**config.mk**
```make
export PLATFORM = sky130hd
export DESIGN_NAME = midori_rc_sequencer
export DESIGN_NICKNAME = d
export VERILOG_FILES = /design/src/rtl/midori_rc_sequencer.sv
export SDC_FILE = /design/constraint.sdc
export NUM_CORES = 1
export LEC_CHECK = 0
export ABC_AREA = 0
export BUFFER_PORTS_ARGS = -buffer_cell sky130_fd_sc_hd__buf_2
export CAP_MARGIN = 20
export CORE_ASPECT_RATIO = 1.1
export CORE_MARGIN = 4
export CORE_UTILIZATION = 40
export DETAILED_ROUTE_END_ITERATION = 7
export GPL_TIMING_DRIVEN = 0
export PLACE_DENSITY = 0.79
export SLEW_MARGIN = 10
export SYNTH_ARGS = -nofsm -noshare
export SYNTH_HDL_FRONTEND = slang
export SYNTH_SLANG_ARGS = --single-unit
```
**constraint.sdc**
```tcl
create_clock -name clk -period 3.1 [get_ports clk]
set_input_delay 0.62 -clock clk [delete_from_list [all_inputs] [get_ports clk]]
set_output_delay 0.62 -clock clk [all_outputs]
set_load 0.05 [all_outputs]
```
**src/rtl/midori_rc_sequencer.sv**
```systemverilog
// Midori64 round-constant sequencer: walks rounds 0..14 forward or 14..0 in reverse,
// holding each round for CYCLES_PER_ROUND cycles, and expands the constant into a key-XOR mask.

module MUX_RC (
  input  logic [3:0]  sel_i,
  output logic [15:0] rc_o
);

  // Midori64 round constants; element 0 of each 4x4 constant sits in the MSB
  always_comb begin
    rc_o = 16'h0000;
    case (sel_i)
      4'd0:    rc_o = 16'h15B3;
      4'd1:    rc_o = 16'h78C0;
      4'd2:    rc_o = 16'hA435;
      4'd3:    rc_o = 16'h6213;
      4'd4:    rc_o = 16'h104F;
      4'd5:    rc_o = 16'hD170;
      4'd6:    rc_o = 16'h0266;
      4'd7:    rc_o = 16'h0BCC;
      4'd8:    rc_o = 16'h9481;
      4'd9:    rc_o = 16'h40B8;
      4'd10:   rc_o = 16'h7197;
      4'd11:   rc_o = 16'h228E;
      4'd12:   rc_o = 16'h5130;
      4'd13:   rc_o = 16'hF8CA;
      4'd14:   rc_o = 16'hDF90;
      default: rc_o = 16'h0000;
    endcase
  end

endmodule

module midori_rc_sequencer #(
  parameter int CYCLES_PER_ROUND = 4,
  parameter int CW = ($clog2(CYCLES_PER_ROUND) > 0) ? $clog2(CYCLES_PER_ROUND) : 1
) (
  input  logic        clk,
  input  logic        rst_n,
  input  logic        start,
  input  logic        dec,
  input  logic        stall,
  input  logic        abort,
  output logic        busy,
  output logic        rc_valid,
  output logic [3:0]  round_idx,
  output logic [15:0] round_cnst,
  output logic [63:0] rc_mask,
  output logic        first_round,
  output logic        last_round,
  output logic        round_step,
  output logic        done
);

  localparam logic [0:0]    IDLE     = 1'b0;
  localparam logic [0:0]    RUN      = 1'b1;
  localparam logic [CW-1:0] CYC_LAST = CW'(CYCLES_PER_ROUND - 1);
  localparam logic [3:0]    IDX_MAX  = 4'd14;

  logic [0:0]    state_q, state_d;
  logic          dir_q, dir_d;
  logic [3:0]    idx_q, idx_d;
  logic [CW-1:0] cyc_q, cyc_d;
  logic          done_q, done_d;
  logic          cycEnd, idxFirst, idxLast;
  logic [15:0]   rcRaw;

  assign cycEnd   = (cyc_q == CYC_LAST);
  assign idxFirst = dir_q ? (idx_q == IDX_MAX) : (idx_q == 4'd0);
  assign idxLast  = dir_q ? (idx_q == 4'd0) : (idx_q == IDX_MAX);

  always_comb begin
    state_d = state_q;
    dir_d   = dir_q;
    idx_d   = idx_q;
    cyc_d   = cyc_q;
    done_d  = 1'b0;
    case (state_q)
      IDLE: begin
        if (start && !abort) begin
          state_d = RUN;
          dir_d   = dec;
          idx_d   = dec ? IDX_MAX : 4'd0;
          cyc_d   = '0;
        end
      end
      RUN: begin
        // abort outranks stall; a stalled cycle simply leaves every register alone
        if (abort) begin
          state_d = IDLE;
          idx_d   = 4'd0;
          cyc_d   = '0;
        end else if (!stall) begin
          if (!cycEnd) begin
            cyc_d = cyc_q + 1'b1;
          end else if (idxLast) begin
            state_d = IDLE;
            idx_d   = 4'd0;
            cyc_d   = '0;
            done_d  = 1'b1;
          end else begin
            cyc_d = '0;
            idx_d = dir_q ? (idx_q - 4'd1) : (idx_q + 4'd1);
          end
        end
      end
      default: state_d = IDLE;
    endcase
  end

  always_ff @(posedge clk or negedge rst_n) begin
    if (!rst_n) begin
      state_q <= IDLE;
      dir_q   <= 1'b0;
      idx_q   <= 4'd0;
      cyc_q   <= '0;
      done_q  <= 1'b0;
    end else begin
      state_q <= state_d;
      dir_q   <= dir_d;
      idx_q   <= idx_d;
      cyc_q   <= cyc_d;
      done_q  <= done_d;
    end
  end

  MUX_RC uMuxRc (
    .sel_i (idx_q),
    .rc_o  (rcRaw)
  );

  assign busy        = (state_q == RUN);
  assign rc_valid    = busy;
  assign round_idx   = idx_q;
  assign round_cnst  = busy ? rcRaw : 16'h0000;
  assign first_round = busy && idxFirst;
  assign last_round  = busy && idxLast;
  assign round_step  = busy && cycEnd && !stall;
  assign done        = done_q;

  // each constant bit lands on the LSB of its 4-bit cell
  always_comb begin
    rc_mask = '0;
    for (int j = 0; j < 16; j++) begin
      rc_mask[4*j] = round_cnst[j];
    end
  end

endmodule

```
## Word-level counts from Yosys, hierarchy flattened

Memories as Yosys holds them, arrays and structs flattened.
Index checks and enable logic that the tools add are counted.

- Bits in read-only memories: 256
- Input port bits: 6
- Memories: 1
- Register bits: 9

Memories:

| memory | depth | bits a word | read ports | clocked after memory_dff | write ports | line | text |
|---|---|---|---|---|---|---|---|
| (no name shown) | 16 | 16 | 1 | 0 | 0 | 12 | `case (sel_i)` |

- Bitwise logic cells: 1
- Reduce and logical (&&, ||, !) cells: 11
- Eq/ne operators: 5
- Multiplexer cells: 27
- Add/subtract/negate cells: 3

Operator list:

| operator | count |
|---|---|
| $mux 4 | 7 |
| $mux 16 | 1 |
| $mux 1 | 12 |
| $mux 2 | 4 |
| $pmux 4 s2 | 1 |
| $logic_and 1x1->1 | 5 |
| $add 4x1->4 const B | 1 |
| $eq 4x4->1 const B | 1 |
| $logic_not 4->1 | 1 |
| $pmux 2 s2 | 1 |
| $reduce_and 2->1 | 2 |
| $sub 4x1->4 const B | 1 |
| $ne 3x2->1 const B | 1 |
| $ne 3x3->1 const B | 1 |
| $reduce_and 3->1 | 1 |
| $add 2x1->2 const B | 1 |
| $eq 2x2->1 const B | 1 |
| $logic_not 1->1 | 2 |
| $ne 2x2->1 const B | 1 |
| $pmux 1 s2 | 1 |
| $not 1->1 | 1 |

## Logic depth before layout (Yosys ltp)

- Word-level depth: 7
- Gate-level depth with buffers: 8

## Modules after synthesis

Synthesis repeated with hierarchy kept, for this count alone.

- Cell total of the unflattened synthesis: 211
- Area, all modules: 1651.6 um^2

By module, submodules not included:

| module | area each (um^2) | cells an instance | times used |
|---|---|---|---|
| midori_rc_sequencer | 1211.2 | 148 | 1 |
| MUX_RC | 440.4 | 63 | 1 |

## Least setup slack after synthesis

No wires, ideal clock.

- Kind: flip-flop to output port
- Start: register idx_q[0], in the netlist round_idx[0]
- End: output round_cnst[3]
- Stages on the path, launching flop included: 6
- Arrival time: 3389 ps
- Slack: -909 ps
- Path through: dfrtp_1 > inv_1 > ha_1 > or2_1 > a311oi_1 > buf_4

- Longest elaborated chain between the ends: 2

Ends and longest elaborated chain:

| element | line | text |
|---|---|---|
| start: declaration | 62 | `logic [3:0] idx_q, idx_d;` |
| start signal: assignment | 121 | `idx_q <= idx_d;` |
| $mem_v2 16x16 | -- |  |
| $mux 16 | 135 | `assign round_cnst = busy ? rcRaw : 16'h0000;` |
| end: declaration | 47 | `output logic [15:0] round_cnst,` |

No other way between the ends.

## Worst setup path after layout

- Start: register idx_q[0], in the netlist round_idx[0]
- End: output round_cnst[4]

Same word-level chain as after synthesis.

==> results.toml <==
[outcome]
outcome = "finished, final reports clean"

[setup_path]
cp-start-kind = "flop"
worstPathRequired_ps = 2480
crit_type = "reg -> out"
cp.arrival_ps = 2360
endpoint_kind = "output pin"
critPathMaxFanout = 7

[clock_network]
clock_latency_ps = 240
cts_buffer_depth = 2
htreeDepth = 1
root_buffer = "clkbuf_8"
cts.sinks = 9
cts_hold_buffers = 0
cts_made_buffers = 3
clk_pin_slew_ps = 50
cts_tree = "done"

[global_route]
antenna_found_initial = 0
track_usage_pct = 14.03
grt_pass1_vias = 1336
grt_first_pass_wirelength_um = 5547
grt_overflow_total = 0
grt_max_degree = 12

[logic_synthesis]
ys_seq_elements = 9
ys_seq_area_share_pct = 14.47
synth.top_cell.area_share_pct = 32.80
syn-mean-instance-area_um2 = 7.861
synth_compound_area_share_pct = 16.56
yosys.area.top_type = "buf_4"
synth-simple-area-share_pct = 15.68
syn_area_mm2 = 0.001556
synth.distinct_cells = 40
synth_fa_ha_area_share_pct = 9.325
yosysWarningCount = 0
syn_inst = 198
synth_top_family_by_area = "buffers and inverters"
synth-xor-area-share_pct = 1.125
netlist_top_cells_area = "buf_4 (33%), dfrtp_1 (14%), ha_1 (8.0%)"
muxShareOfSynthArea_pct = 6.833

[hold_path]
hp-class = "in -> async"

[drt]
wire_per_inst_um = 10.25
postRouteAntennaNets = 0
dr.pass1.iters = 4
drc = 0
vias_per_cell = 4.231
via_count = 1485
drt_wl_total_um = 3597
drtIter0Drc = 36

[final_layout]
diodes = 0
utilization_pct = 59.04
syn_to_final_growth_pct = 39.71
final_common_cell = "buf_4"
drive_above_1_share_pct = 46.51
final_cell_mix = "buf_4 (73), buf_2 (48), conb_1 (48)"
design_area_mm2 = 0.002175
nNetsFinal = 319

[floorplan]
die_x_um = 67.48
die_y_um = 73.43
dieArea_mm2 = 0.004954
start_util_pct = 42.26
core_mm2 = 0.003684
ios = 96
row_count = 23

[timing]
relSlewSlack_pct = 53.56
hold_violations = 0
tns_ps = 0
fin_skew_ps = 2.309
fmax_mhz = 336.1
rsz0062_at_grt = "no"
period_minus_slack_ps = 2975
finalMaxSlewViolations = 0
final.period_utilization_pct = 95.98
worst_pin_slew_ps = 696.6
setup_viol = 0

[power_and_ir_drop]
switchingPower_uw = 695.2
power_frac_clock_pct = 11.5
seqPwrFrac_pct = 13.3
p_comb_share_pct = 75.2
peakVddDrop_v = 0.0002166
swShare_pct = 58.41
cellPowerDensity_mw_per_mm2 = 547.4
leakage_nw = 1.274
intPower_uw = 495.1

[placed_design]
gp_congestion = 0.8453
io_buffers = 47
placed_cell_area_mm2 = 0.002085
hpwlAfterDp_um = 3007

[flow_run]
max_cap_viol_count = 0
-- cells in the mapped netlist --
master,instances
and3_2,1
a21oi_1,12
ha_1,10
inv_2,1
a31oi_1,4
o22ai_1,2
nand3_1,1
a311oi_1,2
xor2_1,2
or2_1,1
mux4_1,2
o211a_1,1
o21ba_1,1
nor2_1,10
mux2i_1,2
o21a_1,1
conb_1,1
buf_2,1
buf_4,68
o22a_1,3
and3_1,1
and2_1,5
a211oi_1,2
nand4bb_1,1
nor3_1,1
o21ai_0,10
inv_1,6
nand4b_1,1
clkbuf_1,4
nor2b_1,1
o211ai_1,2
dfrtp_1,9
nand3b_1,2
mux4_2,1
nand2b_1,6
nand2_1,16
mux2_2,1
fa_1,1
or2_0,1
a2bb2oi_1,1
-- routing by layer --
metal	track usage, %	vias up	wire (µm)
li1	-	766	-
met1	15.83	646	1424
met2	25.51	65	1814
met3	2.141	8	284
met4	6.081	0	73
met5	0	-	0
-- per-stage QoR --
stage | instances | worst slack [ps] | power, mW | hold WS, ps
final | 351 | 124.6 | 1.190 | 219.2
after global routing | 351 | 28.31 | 1.264 | 229.8
after CTS | 346 | 23.14 | 1.179 | 222.2
after detailed placement | 342 | 286.5 | 1.040 | 473.8
after global placement | 342 | 299.1 | 1.029 | 477.3
after floorplan | 245 | -85.90 | 0.9032 | 324.4
-- cell families (layout without fill, tap and decap cells) --
group / Yosys count / in the layout
AO/OA/AOI/OAI: 41 / 41
XOR/XNOR: 2 / 2
adder cells (fa/ha/maj): 11 / 11
buffers and inverters: 80 / 136
flip-flops: 9 / 9
multiplexers: 6 / 6
other: 1 / 48
AND/OR/NAND/NOR: 48 / 48
-- layout make-up --
cell class	count	area, µm²
Fill cell	327	1509
Inverter	7	30.03
Sequential cell	9	227.7
Buffer	73	530.5
Tap cell	50	62.56
Timing Repair Buffer	52	272.8
Clock buffer	3	41.29
Clock inverter	1	5.005
Multi-Input combinational cell	156	1005
-- path summary, 6_finish.rpt --
| path | start | to | slack, ps | depth (start not counted) |
|---|---|---|---|---|
| setup / recovery | round_idx[0] | round_cnst[4] | 120 | 7 |
| hold / removal | rst_n | round_idx[0] | 220 | 1 |
| setup reg to reg | round_idx[1] | round_idx[3] | 1350 | 6 |
| hold reg to reg | cyc_q[1] | cyc_q[1] | 570 | 2 |
| max in group asynchronous | rst_n | round_idx[1] | 2700 | 1 |
| min in group clk | cyc_q[1] | cyc_q[1] | 570 | 2 |
-- power groups by stage --
stage	combinational (mW)	sequential (mW)	clock (mW)
after floorplan	0.713	0.190	0
after global placement	0.869	0.160	0
after detailed placement	0.878	0.162	0
after CTS	0.879	0.160	0.141
after global routing	0.956	0.161	0.147
final	0.895	0.158	0.137
-- state kept, by name, indices dropped and copies added (netlist names) --
name	cells
cyc_q	2
done	1
round_idx	4
busy	1
dir_q	1
-- worst max-delay path, stage by stage (launching register included) --
cell and delay, ps:
dfrtp_2 430, clkinvlp_4 180, ha_1 300, or2_0 260, mux4_1 460, and2_1 170
buf_4 120, buf_2 200
-- repair_timing --
item,CTS,global route
setup buffers,0,5
endpoints found under the setup margin,0,3
hold endpoints to repair,0,0
gates resized for setup,0,2
No activity file was read; power rests on OpenSTA's default activity.
